File: src/rtl/ssd_pkg.sv
// Shared definitions for the four-digit display arbiter: active-low segment
// patterns {g,f,e,d,c,b,a} and the arbiter FSM state type.
package ssd_pkg;

   localparam logic [6:0] SEG_BLANK = 7'h7F;
   localparam logic [6:0] SEG_0     = 7'h40;
   localparam logic [6:0] SEG_1     = 7'h79;
   localparam logic [6:0] SEG_2     = 7'h24;
   localparam logic [6:0] SEG_3     = 7'h30;
   localparam logic [6:0] SEG_4     = 7'h19;
   localparam logic [6:0] SEG_5     = 7'h12;
   localparam logic [6:0] SEG_6     = 7'h02;
   localparam logic [6:0] SEG_7     = 7'h78;
   localparam logic [6:0] SEG_8     = 7'h00;
   localparam logic [6:0] SEG_9     = 7'h10;
   localparam logic [6:0] SEG_A     = 7'h08;
   localparam logic [6:0] SEG_B     = 7'h03;
   localparam logic [6:0] SEG_C     = 7'h46;
   localparam logic [6:0] SEG_D     = 7'h21;
   localparam logic [6:0] SEG_E     = 7'h06;
   localparam logic [6:0] SEG_F     = 7'h0E;

   typedef enum logic {
      IDLE,
      SHOW
   } state_e;

endpackage

File: src/rtl/hex2seg.sv
// Combinational hex nibble to active-low seven-segment pattern decoder.
module hex2seg
   import ssd_pkg::*;
(
   input  logic [3:0] nibble_i,
   output logic [6:0] seg_o
);

   always_comb begin
      // NOTE: assign a default before the case so no path leaves seg_o unassigned (latch).
      seg_o = SEG_BLANK;
      unique case (nibble_i)
         4'h0: seg_o = SEG_0;
         4'h1: seg_o = SEG_1;
         4'h2: seg_o = SEG_2;
         4'h3: seg_o = SEG_3;
         4'h4: seg_o = SEG_4;
         4'h5: seg_o = SEG_5;
         4'h6: seg_o = SEG_6;
         4'h7: seg_o = SEG_7;
         4'h8: seg_o = SEG_8;
         4'h9: seg_o = SEG_9;
         4'hA: seg_o = SEG_A;
         4'hB: seg_o = SEG_B;
         4'hC: seg_o = SEG_C;
         4'hD: seg_o = SEG_D;
         4'hE: seg_o = SEG_E;
         4'hF: seg_o = SEG_F;
      endcase
   end

endmodule

File: src/rtl/ssd_arbiter.sv
// Round-robin arbiter sharing one four-digit display among NREQ requesters.
// Define SSD_ARBITER_LZB_EN to blank leading zero digits (seg0 always shown).
module ssd_arbiter
   import ssd_pkg::*;
#(
   parameter int NREQ  = 3,
   parameter int DWELL = 50000000
) (
   input  logic                 clk,
   input  logic                 reset,
   input  logic [NREQ-1:0]      req,
   input  logic [16*NREQ-1:0]   data,
   output logic [6:0]           seg0,
   output logic [6:0]           seg1,
   output logic [6:0]           seg2,
   output logic [6:0]           seg3,
   output logic [NREQ-1:0]      gnt,
   output logic                 busy
);

   localparam int              IW       = (NREQ > 1) ? $clog2(NREQ) : 1;
   localparam int              CW       = (DWELL > 1) ? $clog2(DWELL) : 1;
   localparam logic [CW-1:0]   CNT_MAX  = CW'(DWELL - 1);
   localparam logic [IW-1:0]   LAST_RST = IW'(NREQ - 1);

   state_e               state_q, state_d;
   logic [NREQ-1:0]      gnt_q, gnt_d;
   logic [IW-1:0]        last_q, last_d;
   logic [CW-1:0]        cnt_q, cnt_d;
   logic [3:0][6:0]      seg_q, seg_d;

   logic [IW:0]          pick_any, pick_other;
   logic [15:0]          sel_data;
   logic [3:0][6:0]      dec, shown;

   // Returns {found, index}; nearest requester after 'last' wins.
   function automatic logic [IW:0] rr_pick(input logic [NREQ-1:0] cand,
                                          input logic [IW-1:0]   last);
      logic [IW:0] pick;
      int          idx;
      pick = '0;
      for (int i = NREQ; i >= 1; i--) begin
         idx = (int'(last) + i) % NREQ;
         if (cand[IW'(idx)]) pick = {1'b1, IW'(idx)};
      end
      return pick;
   endfunction

   function automatic logic [NREQ-1:0] onehot(input logic [IW-1:0] idx);
      logic [NREQ-1:0] oh;
      oh      = '0;
      oh[idx] = 1'b1;
      return oh;
   endfunction

   assign pick_any   = rr_pick(req, last_q);
   assign pick_other = rr_pick(req & ~gnt_q, last_q);

   always_comb begin
      state_d = state_q;
      gnt_d   = gnt_q;
      last_d  = last_q;
      cnt_d   = cnt_q;
      unique case (state_q)
         IDLE: begin
            if (pick_any[IW]) begin
               state_d = SHOW;
               gnt_d   = onehot(pick_any[IW-1:0]);
               last_d  = pick_any[IW-1:0];
               cnt_d   = '0;
            end
         end
         SHOW: begin
            // A dropped request always wins over rotation, even if others wait.
            if ((req & gnt_q) == '0) begin
               state_d = IDLE;
               gnt_d   = '0;
               cnt_d   = '0;
            end else if (cnt_q == CNT_MAX) begin
               if (pick_other[IW]) begin
                  gnt_d  = onehot(pick_other[IW-1:0]);
                  last_d = pick_other[IW-1:0];
                  cnt_d  = '0;
               end
            end else begin
               cnt_d = cnt_q + CW'(1);
            end
         end
      endcase
   end

   always_comb begin
      sel_data = '0;
      for (int i = 0; i < NREQ; i++) begin
         if (gnt_q[i]) sel_data = data[16*i +: 16];
      end
   end

   hex2seg u_hex0 (.nibble_i(sel_data[3:0]),   .seg_o(dec[0]));
   hex2seg u_hex1 (.nibble_i(sel_data[7:4]),   .seg_o(dec[1]));
   hex2seg u_hex2 (.nibble_i(sel_data[11:8]),  .seg_o(dec[2]));
   hex2seg u_hex3 (.nibble_i(sel_data[15:12]), .seg_o(dec[3]));

`ifdef SSD_ARBITER_LZB_EN
   always_comb begin
      shown = dec;
      if (sel_data[15:12] == 4'h0) shown[3] = SEG_BLANK;
      if (sel_data[15:8]  == 8'h0) shown[2] = SEG_BLANK;
      if (sel_data[15:4]  == 12'h0) shown[1] = SEG_BLANK;
   end
`else
   assign shown = dec;
`endif

   // Segments trail gnt by one cycle, so they blank one edge after a drop.
   assign seg_d = (|gnt_q) ? shown : {4{SEG_BLANK}};

   always_ff @(posedge clk or posedge reset) begin
      if (reset) begin
         state_q <= IDLE;
         gnt_q   <= '0;
         last_q  <= LAST_RST;
         cnt_q   <= '0;
         seg_q   <= {4{SEG_BLANK}};
      end else begin
         // NOTE: non-blocking so every register samples the pre-edge values.
         state_q <= state_d;
         gnt_q   <= gnt_d;
         last_q  <= last_d;
         cnt_q   <= cnt_d;
         seg_q   <= seg_d;
      end
   end

   assign gnt  = gnt_q;
   assign busy = |gnt_q;
   assign seg0 = seg_q[0];
   assign seg1 = seg_q[1];
   assign seg2 = seg_q[2];
   assign seg3 = seg_q[3];

endmodule

File: config.mk
export PLATFORM = sky130hd
export DESIGN_NAME = ssd_arbiter
export DESIGN_NICKNAME = d
export VERILOG_FILES = /design/src/rtl/ssd_pkg.sv /design/src/rtl/hex2seg.sv /design/src/rtl/ssd_arbiter.sv
export SDC_FILE = /design/constraint.sdc
export NUM_CORES = 1
export LEC_CHECK = 0
export BUFFER_PORTS_ARGS = -buffer_cell sky130_fd_sc_hd__buf_4
export CAP_MARGIN = 10
export CORE_ASPECT_RATIO = 1.75
export CORE_MARGIN = 5
export CORE_UTILIZATION = 55
export CTS_CLUSTER_SIZE = 30
export DETAILED_ROUTE_END_ITERATION = 10
export GPL_TIMING_DRIVEN = 1
export HOLD_SLACK_MARGIN = 0.08
export PLACE_DENSITY = 0.8
export SLEW_MARGIN = 20
export SYNTH_ARGS = -nofsm -noshare
export SYNTH_HDL_FRONTEND = slang
export SYNTH_SLANG_ARGS = --single-unit
File: constraint.sdc
create_clock -name clk -period 7.3 [get_ports clk]
set_clock_uncertainty 0.15 [all_clocks]
set_input_delay 1.095 -clock clk [delete_from_list [all_inputs] [get_ports clk]]
set_output_delay 1.095 -clock clk [all_outputs]
set_load 0.01 [all_outputs]
* After elaboration in Yosys (flattened, before gate mapping)
Memory sizes are Yosys's and may differ from the RTL's.
Cells that the tools add are included.
** Word-level totals
- Register bits :: 60
- Bits in read-only memories :: 448
- Output and inout port bits :: 32
- Logic and storage cells :: 95
- Memories kept :: 4
** Memory list
- (no name shown) :: words 16, width 7, read ports 1, clocked after memory_dff 0, write ports 0, line hex2seg.sv:12 : unique case (nibble_i)
- (no name shown) :: words 16, width 7, read ports 1, clocked after memory_dff 0, write ports 0, line hex2seg.sv:12
- (no name shown) :: words 16, width 7, read ports 1, clocked after memory_dff 0, write ports 0, line hex2seg.sv:12
- (no name shown) :: words 16, width 7, read ports 1, clocked after memory_dff 0, write ports 0, line hex2seg.sv:12
** Cells by class
- Add/sub/neg operators :: 4
- Divide/modulo/power cells :: 3
- Magnitude comparators :: 7
- Eq/ne operators :: 8
- Muxes and demuxes :: 50
- Bitwise logic cells :: 4
- Reductions and logical operators :: 7
** Operators by type and width (number)
- 2-to-1 mux 26 bit :: 4
- remainder unit 32 x 3 -> 32 bit, second input constant :: 3
- case mux 26 bit (2 select lines) :: 1
- 2-to-1 mux 16 bit :: 3
- 2-to-1 mux 3 bit :: 10
- 2-to-1 mux 28 bit :: 1
- adder 26 x 1 -> 26 bit, second input constant :: 1
- == test 26 bit, second input constant :: 1
- 2-to-1 mux 1 bit :: 16
- binary-select mux 1 bit (select 2 bit) :: 6
- less-than comparator 2 x 4 -> 1 bit, second input constant :: 3
- 2-to-1 mux 2 bit :: 4
- adder 2 x 2 -> 3 bit, second input constant :: 2
- bitwise AND 3 bit :: 2
- less-than comparator 2 x 3 -> 1 bit, second input constant :: 2
- != test 3 x 1 -> 1 bit, second input constant :: 2
- case mux 3 bit (2 select lines) :: 1
- demux 1 bit (select 2 bit) :: 2
- >= comparator 2 x 1 -> 1 bit, second input constant :: 2
- != test 2 x 1 -> 1 bit, second input constant :: 2
- != test 2 bit, second input constant :: 2
- != test 4 bit, second input constant :: 1
- case mux 2 bit (2 select lines) :: 1
- AND reduction 4 bit :: 1
- 9 further kinds :: 10

* Longest topological paths before layout
Gate-level depths: netlist (run 1).
- Word-level depth :: 16
- Depth in mapped cells :: 12
- Mapped depth without buffers :: 9

* Hierarchy
Synthesis (run 1) repeated with hierarchy kept, for this count alone.
** Unflattened totals
- Cells, all modules :: 493
- Area, all modules :: 4555.6 µm²
** Modules (own cells, without submodules)
- ssd_arbiter :: times used 1, cells each 364, area each 3455.8 µm², sequential area each 1537.7 µm²
- hex2seg at u_hex0 ... :: times used 3, cells each 32, area each 275.3 µm², sequential area each 0.0 µm²
- hex2seg at u_hex3 :: times used 1, cells each 33, area each 274.0 µm², sequential area each 0.0 µm²

* Worst setup path before layout (run 1)
No wires, ideal clock.
- Kind :: input to register
- From :: input req[0]
- To :: register cnt_q[19]
- Library setup time :: 134 ps
- Data arrival time :: 2826 ps
- Data required time :: 7016 ps
- Slack :: 4189 ps
- Cell stages on the path :: 8
- Path through :: buf_2 -> a222oi_1 -> nand2b_1 -> nor3_1 -> a21o_1 -> buf_4 -> o41ai_1 -> a21oi_1
** On the way
- Longest elaborated chain between the ends :: 9
** RTL lines
- start, declared :: line ssd_arbiter.sv:11 : input logic [NREQ-1:0] req,
- bitwise AND 3 bit :: line ssd_arbiter.sv:57 : assign pick_other = rr_pick(req & ~gnt_q, last_q);
- binary-select mux 1 bit (select 2 bit) :: line ssd_arbiter.sv:44 : if (cand[IW'(idx)]) pick = {1'b1, IW'(idx)};
- 2-to-1 mux 1 bit (implied by the code) (2 in a row) :: line ssd_arbiter.sv:44
- 2-to-1 mux 3 bit (3 in a row) :: line ssd_arbiter.sv:44
- != test 4 bit (no source line)
- AND reduction 2 bit (no source line)
- end signal, assigned :: line ssd_arbiter.sv:130 : cnt_q <= cnt_d;
- end, declared :: line ssd_arbiter.sv:29 : logic [CW-1:0] cnt_q, cnt_d;
Parallel ways exist; a longest one is shown, timed or not. The select of a mux whose other input is x is not followed.
A chain may end at the register's enable or synchronous reset.

* Worst setup path in the final report (run 1)
- From :: register gnt_q[1], in the netlist gnt[1]
- To :: output busy
** On the way
- Longest elaborated chain between the ends :: 1
** RTL lines
- start, declared :: line ssd_arbiter.sv:27 : logic [NREQ-1:0] gnt_q, gnt_d;
- start signal, assigned :: line ssd_arbiter.sv:128 : gnt_q <= gnt_d;
- OR reduction 3 bit :: line ssd_arbiter.sv:136 : assign busy = |gnt_q;
- end, declared :: line ssd_arbiter.sv:18 : output logic busy
Every way passes these cells.

==> impl_metrics.json, run 1 <==
{
  "status": "finished clean",
  "cp.required_ns": 6.05,
  "yosysMostFrequentCell": "o21ai_0",
  "dpl.hpwl_um": 8170,
  "overflow": 0,
  "drt_iter0_markers": 232,
  "vias_per_cell": 6.12,
  "synthFlopType": "dfrtp_1",
  "rsz0062_at_grt": "no",
  "clock-sinks": 60,
  "drive_gt1_frac": 0.276,
  "first_pass_iters": 5,
  "die_height_um": 125,
  "cap_violations": 0,
  "drv_slew": 0,
  "grt_pass1_wl_um": 18000,
  "rows": 42,
  "crit_fanout": 25,
  "combPwrFrac": 0.545,
  "yosys-top-cells-area": "dfrtp_1, dfstp_2, ha_1, o21ai_0, nand2_1",
  "pin_count": 85,
  "clock_latency_ns": 0.33,
  "numCtsBuffers": 9,
  "ys_top_cells_by_count": "o21ai_0, nand2_1, nor2_1, ha_1, dfrtp_1",
  "fin_crit_ns": 4.17,
  "antenna_found_initial": 0,
  "synth.net_count": 555,
  "cts_tree": "yes",
  "vias": 3888,
  "synth_top_area_cell": "dfrtp_1",
  "worst_hold_slack_ns": 0.396,
  "setup_violations": 0,
  "routabilityCongestion": 0.910,
  "p_per_area_nw_per_um2": 412,
  "ant_nets": 0,
  "tightest_slew_ns": 0.898,
  "max-clock-path-buffers": 2,
  "syn_to_final_growth_pct": 22.8,
  "cts_resized": 0,
  "synth.cell_area_um2": 4190,
  "clock.fmax_ghz": 0.240,
  "swShare": 0.415,
  "clkTransAtPathRegs_ns": 0.05,
  "peakVddDrop_uv": 213,
  "fillers": 607,
  "final-hold-violation-count": 0,
  "clockRootBuffer": "clkbuf_16",
  "grt_pass1_vias": 3942,
  "fin_tns_setup_ns": 0,
  "post_synth_inst_count": 470,
  "clkPwrFrac": 0.195,
  "postCtsSetupRepairBufs": 0,
  "cp-start-kind": "register",
  "post_drt_wl_per_cell_um": 17.0,
  "avgSynthCellArea_um2": 8.92,
  "synthArstFlopShare": 1.00,
  "yosysWarnings": 0,
  "dp_cells": 619,
  "dieArea_um2": 9530,
  "power_leakage_nw": 2.17,
  "worstPathArrival_ns": 2.93,
  "power.switching_w": 0.000881,
  "synth_seq_cells": 60,
  "hp-class": "register to register",
  "htreeDepth": 3,
  "coreArea_um2": 7510,
  "worstSetupPathType": "register to primary output",
  "intPower_w": 0.00124,
  "grt_start_max_net_pins": 38,
  "gr-usage-all-layers": 0.229,
  "fin_crit_sh": 0.572,
  "yosysUniqueCellTypes": 64,
  "yosysSeqAreaShare": 0.367,
  "cp-end-kind": "primary output",
  "drc": 0,
  "seqPwrFrac": 0.260,
  "slew_headroom": 0.397,
  "wirelength_um": 10800,
  "n_antenna_cell": 0,
  "io_buffers": 84,
  "die_width_um": 76.0,
  "nets": 627,
  "finalNonFillerCells": 635,
  "synth-edff-count": 0,
  "initial_core_util": 0.558,
  "yosysTopAreaCellShare": 0.185,
  "holdBufCountCts": 0
}
final timing paths:
| check | start | end | slack (ns) | cells past startpoint |
|---|---|---|---|---|
| worst max-delay path | gnt[1] | busy | 3.13 | 3 |
| worst min-delay path | cnt_q[6] | cnt_q[6] | 0.40 | 1 |
| worst max register to register | gnt[1] | seg3[3] | 3.97 | 9 |
| worst min register to register | cnt_q[6] | cnt_q[6] | 0.40 | 1 |
| max in group asynchronous | reset | seg0[6] | 5.43 | 3 |
| min in group asynchronous | reset | cnt_q[11] | 0.69 | 2 |
power by group through the flow:
stage	logic (W)	clock network, W	registers (W)
2_1_floorplan	0.000761	0	0.000582
3_3_place_gp	0.00111	0	0.000551
3_5_place_dp	0.00114	0	0.000554
4_1_cts	0.00115	0.000420	0.000551
5_1_grt	0.00127	0.000437	0.000562
6_report	0.00116	0.000414	0.000552
state kept, by name, summed over array words and instances, names as in the netlist:
signal,flops
state_q,1
seg2,7
seg0,7
seg3,7
gnt,3
cnt_q,26
last_q,2
seg1,7
placed cells by master (no fill, tap or decap), drive strengths merged, types with 4 or more instances in the layout:
cell    instances
buf            90
o21ai          45
nand2          43
nor2           33
ha             32
dfrtp          31
dfstp          29
a21oi          25
inv            19
a22oi          13
clkbuf         13
xnor2          12
nand3          10
nand2b         10
nor3            9
o221ai          9
mux2i           8
nor2b           8
nand4           8
or3             7
o22ai           7
and3            7
o21a            5
o31ai           5
o211ai          4
nor4            4
critical path: stages (launching register included):
cell and delay (ns):
dfrtp_1 0.66, nor3_1 0.82, clkinv_1 0.75, buf_4 0.36
layer usage:
metal	global-route usage	up-vias	wire length (um)
met3	0.0489	28	614
li1	-	1854	-
met2	0.416	146	5820
met5	0	-	0
met4	0.114	0	319
met1	0.243	1860	4020
area by class of cell:
class	instances	area [um2]	share of cell area
Inverter	20	75.1	0.0146
Sequential cell	60	1540	0.299
Timing Repair Buffer	90	676	0.131
Multi-Input combinational cell	361	2450	0.476
Clock inverter	3	17.5	0.00340
Tap cell	88	110	0.0214
Clock buffer	13	282	0.0547
stage by stage:
| stage | utilization | setup slack, ns | total power, W | instance area, um2 |
|---|---|---|---|---|
| 3_5_place_dp | 0.645 | 3.48 | 0.00170 | 4850 |
| 6_report | 0.685 | 3.13 | 0.00212 | 5140 |
| 4_1_cts | 0.685 | 3.12 | 0.00212 | 5140 |
| 3_3_place_gp | 0.645 | 3.56 | 0.00166 | 4850 |
| 5_1_grt | 0.685 | 2.91 | 0.00227 | 5140 |
| 2_1_floorplan | - | 4.19 | 0.00134 | 4190 |
logic make-up after synthesis:
kind of cell	Yosys count	share of synthesized area
muxes	13	0.0379
buffers and inverters	49	0.0490
DFF	60	0.367
AOI/OAI and AO/OA	142	0.222
and+or+nand+nor	162	0.203
xor gates and xnor gates	12	0.0251
adders and majority gates	32	0.0955
No activity file was read; power rests on OpenSTA's default activity.
==> run 2, diff against run 1 <==
- clock period: 7.3 -> 4.3 ns (I/O delays scaled with it)
==> impl_metrics.json, run 2 (same netlist as run 1, synthesis figures left out) <==
{
  "n_antenna_cell": 0,
  "vias": 3889,
  "tightest_slew_ns": 0.918,
  "grt_start_max_net_pins": 49,
  "clock_latency_ns": 0.33,
  "post_drt_wl_per_cell_um": 16.7,
  "fin_crit_sh": 0.760,
  "cts_resized": 0,
  "drt_iter0_markers": 284,
  "drc": 0,
  "fin_tns_setup_ns": 0,
  "grt_pass1_vias": 3859,
  "slew_headroom": 0.381,
  "die_width_um": 76.0,
  "peakVddDrop_uv": 403,
  "dpl.hpwl_um": 7980,
  "cp-end-kind": "register",
  "first_pass_iters": 5,
  "hp-class": "primary input to async pin",
  "wirelength_um": 10700,
  "fin_ws_ns": 1.03,
  "clock-sinks": 60,
  "final_cell_mix": "buf_4, nand2_1, o21ai_0, nor2_1, ha_1",
  "vias_per_cell": 6.11,
  "final_common_cell": "buf_4",
  "rsz0062_at_grt": "no",
  "largest_reg_flops": 26,
  "fin_crit_ns": 3.27,
  "drv_slew": 0,
  "power_leakage_nw": 2.19,
  "antenna_found_initial": 0,
  "rows": 42,
  "pin_count": 85,
  "startpoint": "last_q[0]",
  "die_height_um": 125,
  "nets": 628,
  "crit_fanout": 22,
  "numCtsBuffers": 9,
  "routabilityCongestion": 0.895,
  "final-hold-violation-count": 0,
  "worstPathArrival_ns": 3.36,
  "postCtsSetupRepairBufs": 0,
  "r2r-start": "last_q[0]",
  "cap_violations": 0,
  "coreArea_um2": 7510,
  "overflow": 0,
  "top_register": "cnt_q",
  "gr-usage-all-layers": 0.225,
  "max-clock-path-buffers": 2,
  "setup_violations": 0,
  "holdBufCountCts": 0,
  "dp_slack_ns": 1.11,
  "cp-start-kind": "register",
  "syn_to_final_growth_pct": 24.2,
  "initial_core_util": 0.558,
  "htreeDepth": 3,
  "io_buffers": 84,
  "grt_pass1_wl_um": 17900,
  "dieArea_um2": 9530,
  "clockRootBuffer": "clkbuf_16",
  "p_per_area_nw_per_um2": 719,
  "cp.required_ns": 4.39,
  "status": "finished clean",
  "ant_nets": 0,
  "worstSetupPathType": "register to register",
  "cts_tree": "yes",
  "drive_gt1_frac": 0.279,
  "clock.fmax_ghz": 0.306,
  "clkTransAtPathRegs_ns": 0.05
}
run 2: cell types whose count changed in the layout (fill, tap and decap cells not counted), sizes merged:
cell / before / now
clkinv: 3 / 4
buf: 90 / 91
clkbuf: 13 / 10
inv: 19 / 18
bufinv: 0 / 3
run 2: metal layers:
| layer | GRT usage | vias to the layer above | wire length [um] |
|---|---|---|---|
| li1 | - | 1859 | - |
| met1 | 0.262 | 1854 | 4230 |
| met5 | 0 | - | 0 |
| met2 | 0.383 | 152 | 5450 |
| met4 | 0.107 | 0 | 325 |
| met3 | 0.0561 | 24 | 641 |
run 2: where the power goes:
group | internal [W] | switching [W] | leakage (nW) | total, W
Combinational | 0.000821 | 0.00114 | 1.29 | 0.00196
Clock | 0.000581 | 0.000263 | 0.169 | 0.000844
Sequential | 0.000836 | 0.0000965 | 0.730 | 0.000932
Total | 0.00224 | 0.00150 | 2.19 | 0.00374
run 2: cell type report:
class / instances / area, um2
Clock buffer: 10 / 239
Sequential cell: 60 / 1540
Fill cell: 579 / 2310
Inverter: 20 / 76.3
Clock inverter: 6 / 111
Timing Repair Buffer: 91 / 683
Tap cell: 88 / 110
Multi-Input combinational cell: 361 / 2450
run 2: worst paths after layout:
path                              to  slack [ns]  cells past startpoint
hold / removal              cnt_q[3]        0.32                      2
setup reg to reg           cnt_q[15]        1.03                      8
max in group asynchronous    seg3[4]        2.94                      3
setup / recovery           cnt_q[15]        1.03                      8
min in group clk           cnt_q[25]        0.39                      2
hold reg to reg            cnt_q[25]        0.39                      2
run 2: critical path, stage by stage (launching register included):
cell and delay, ns:
dfrtp_1 0.40, inv_1 0.08, ha_1 0.55, nor2b_1 0.33, o21ai_0 0.13, o2111a_1 0.36, a21o_1 0.45, or4_1 0.57
a21oi_1 0.17
run 2: through the flow:
| stage | hold WS (ns) | total power [W] | util | instances | area, um2 |
|---|---|---|---|---|---|
| 2_1_floorplan | 0.307 | 0.00228 | - | 470 | 4190 |
| 3_3_place_gp | 0.376 | 0.00284 | 0.646 | 620 | 4850 |
| 3_5_place_dp | 0.387 | 0.00288 | 0.646 | 620 | 4850 |
| 4_1_cts | 0.397 | 0.00374 | 0.692 | 636 | 5200 |
| 5_1_grt | 0.397 | 0.00401 | 0.693 | 636 | 5200 |
| 6_report | 0.319 | 0.00374 | 0.693 | 636 | 5200 |
==> run 3, diff against run 2 <==
- CORE_UTILIZATION: 55 -> 50
- PLACE_DENSITY: 0.8 -> 0.77
- clock period: 4.3 -> 2.7 ns (I/O delays scaled with it)
==> impl_metrics.json, run 3 (same netlist as run 1, synthesis figures left out) <==
{
  "cap_violations": 0,
  "grt_pass1_wl_um": 19600,
  "routabilityCongestion": 0.946,
  "io_buffers": 84,
  "fin_crit_sh": 0.972,
  "cts_tree": "yes",
  "fin_crit_ns": 2.62,
  "gr-usage-all-layers": 0.236,
  "drc": 0,
  "rrSetupSlack_ns": 0.08,
  "critPathMaxStageDelay_ns": 0.54,
  "numCtsBuffers": 9,
  "min_from": "data[45]",
  "cp_cell_sequence": "ha_1, buf_4, nor2b_1, o31a_1, nor4_4, buf_4, o31ai_4, nand2b_1, mux2_2",
  "hp-class": "primary input to register",
  "drive_gt1_frac": 0.345,
  "cp_slowest_cell": "dfstp_2",
  "htreeDepth": 3,
  "path_common_cell": "buf_4",
  "slew_headroom": 0.476,
  "worstSetupPathType": "register to register",
  "power_leakage_nw": 2.39,
  "dieArea_um2": 10400,
  "clock.fmax_ghz": 0.381,
  "die_width_um": 79.2,
  "n_antenna_cell": 0,
  "setup_violations": 0,
  "clock_latency_ns": 0.33,
  "ant_nets": 0,
  "dpl.hpwl_um": 9100,
  "finalPower_w": 0.00650,
  "syn_to_final_growth_pct": 33.8,
  "reg2reg_to": "last_q[0]",
  "vias": 4051,
  "min_path_cells": 4,
  "wirelength_um": 12100,
  "die_height_um": 131,
  "fin_tns_setup_ns": 0,
  "grt_start_max_net_pins": 61,
  "pin_count": 85,
  "overflow": 0,
  "final_cell_mix": "buf_4, nand2_1, o21ai_0, nor2_1",
  "cp-end-kind": "register",
  "clkTransAtPathRegs_ns": 0.05,
  "cp.required_ns": 2.76,
  "largest_reg_flops": 26,
  "antenna_found_initial": 0,
  "post_drt_wl_per_cell_um": 17.8,
  "hold-path-endpoint": "seg3[6]",
  "worst_hold_slack_ns": 0.258,
  "rr_worst_depth": 9,
  "top_register": "cnt_q",
  "final_common_cell": "buf_4",
  "final-hold-violation-count": 0,
  "cp-start-kind": "register",
  "grt_pass1_vias": 4221,
  "p_per_area_nw_per_um2": 1160,
  "clock-sinks": 60,
  "vias_per_cell": 5.98,
  "coreArea_um2": 8260,
  "nets": 665,
  "clockRootBuffer": "clkbuf_16",
  "drv_slew": 0,
  "crit_fanout": 8,
  "r2r-start": "last_q[1]",
  "tightest_slew_ns": 0.777,
  "initial_core_util": 0.507,
  "drt_iter0_markers": 345,
  "status": "finished clean",
  "max-clock-path-buffers": 2,
  "worstPathArrival_ns": 2.68,
  "peakVddDrop_uv": 680,
  "rows": 44,
  "first_pass_iters": 4
}
-- run 3: cell count changes in the layout (fill, tap and decap cells not counted), moves of 3 or more --
cell / delta
or3b_2: -3
a21oi_1: -5
buf_4: +34
or3b_4: +3
a21oi_4: +3
-- run 3: power by group --
| group | switching, W | leakage (nW) | internal, W |
|---|---|---|---|
| logic | 0.00206 | 1.50 | 0.00172 |
| registers | 0.000136 | 0.730 | 0.00133 |
| clock network | 0.000427 | 0.159 | 0.000830 |
-- run 3: how the worst max path moves through the flow --
stage / depth (start not counted) / start / slack (ns) / end
finish: 9 / last_q[1] / 0.08 / last_q[0]
global route: 8 / cnt_q[0] / -0.01 / cnt_q[22]
CTS: 9 / last_q[1] / -0.003 / cnt_q[9]
detailed placement: 8 / last_q[1] / -0.003 / cnt_q[9]
global placement: 8 / last_q[1] / 0.06 / cnt_q[5]
floorplan: 9 / gnt[0] / 0.004 / seg1[3]
-- run 3: layout make-up --
class | count | area (um2)
inverter | 20 | 75.1
clock inverter | 5 | 62.6
multi-input combinational | 361 | 2550
timing repair buffer | 128 | 988
sequential | 60 | 1540
fill | 662 | 2650
clock buffer | 11 | 275
tap | 92 | 115
-- run 3: metrics by stage --
stage	util	cell area, um2	cells	worst slack, ns
after floorplan	-	4200	470	0.00367
after CTS	0.667	5510	676	-0.00269
after global placement	0.624	5150	659	0.0614
after global routing	0.679	5610	677	-0.00985
final	0.679	5610	677	0.0753
after detailed placement	0.624	5150	659	-0.00331
-- run 3: routing by layer --
metal	vias up	global-route usage	wire length (um)
met5	-	0	0
met3	20	0.0466	579
met2	138	0.441	6900
li1	1932	-	-
met1	1961	0.239	4350
met4	0	0.122	244
-- run 3: timing repair --
action	4_1_cts	5_1_grt
buffers inserted	0	1
pin swaps	0	5
endpoints found under the hold margin	31	0
gates resized for setup	2	20
hold buffers	1	0
endpoints found under the setup margin	7	33
-- run 3: critical path: cells and delay by family (launching register included) --
family | cells | cell delay, ns
AOI/OAI and AO/OA | 2 | 0.35
adders and majority gates | 1 | 0.25
muxes | 1 | 0.35
and+or+nand+nor | 3 | 0.49
buffers and inverters | 2 | 0.38
DFF | 1 | 0.54
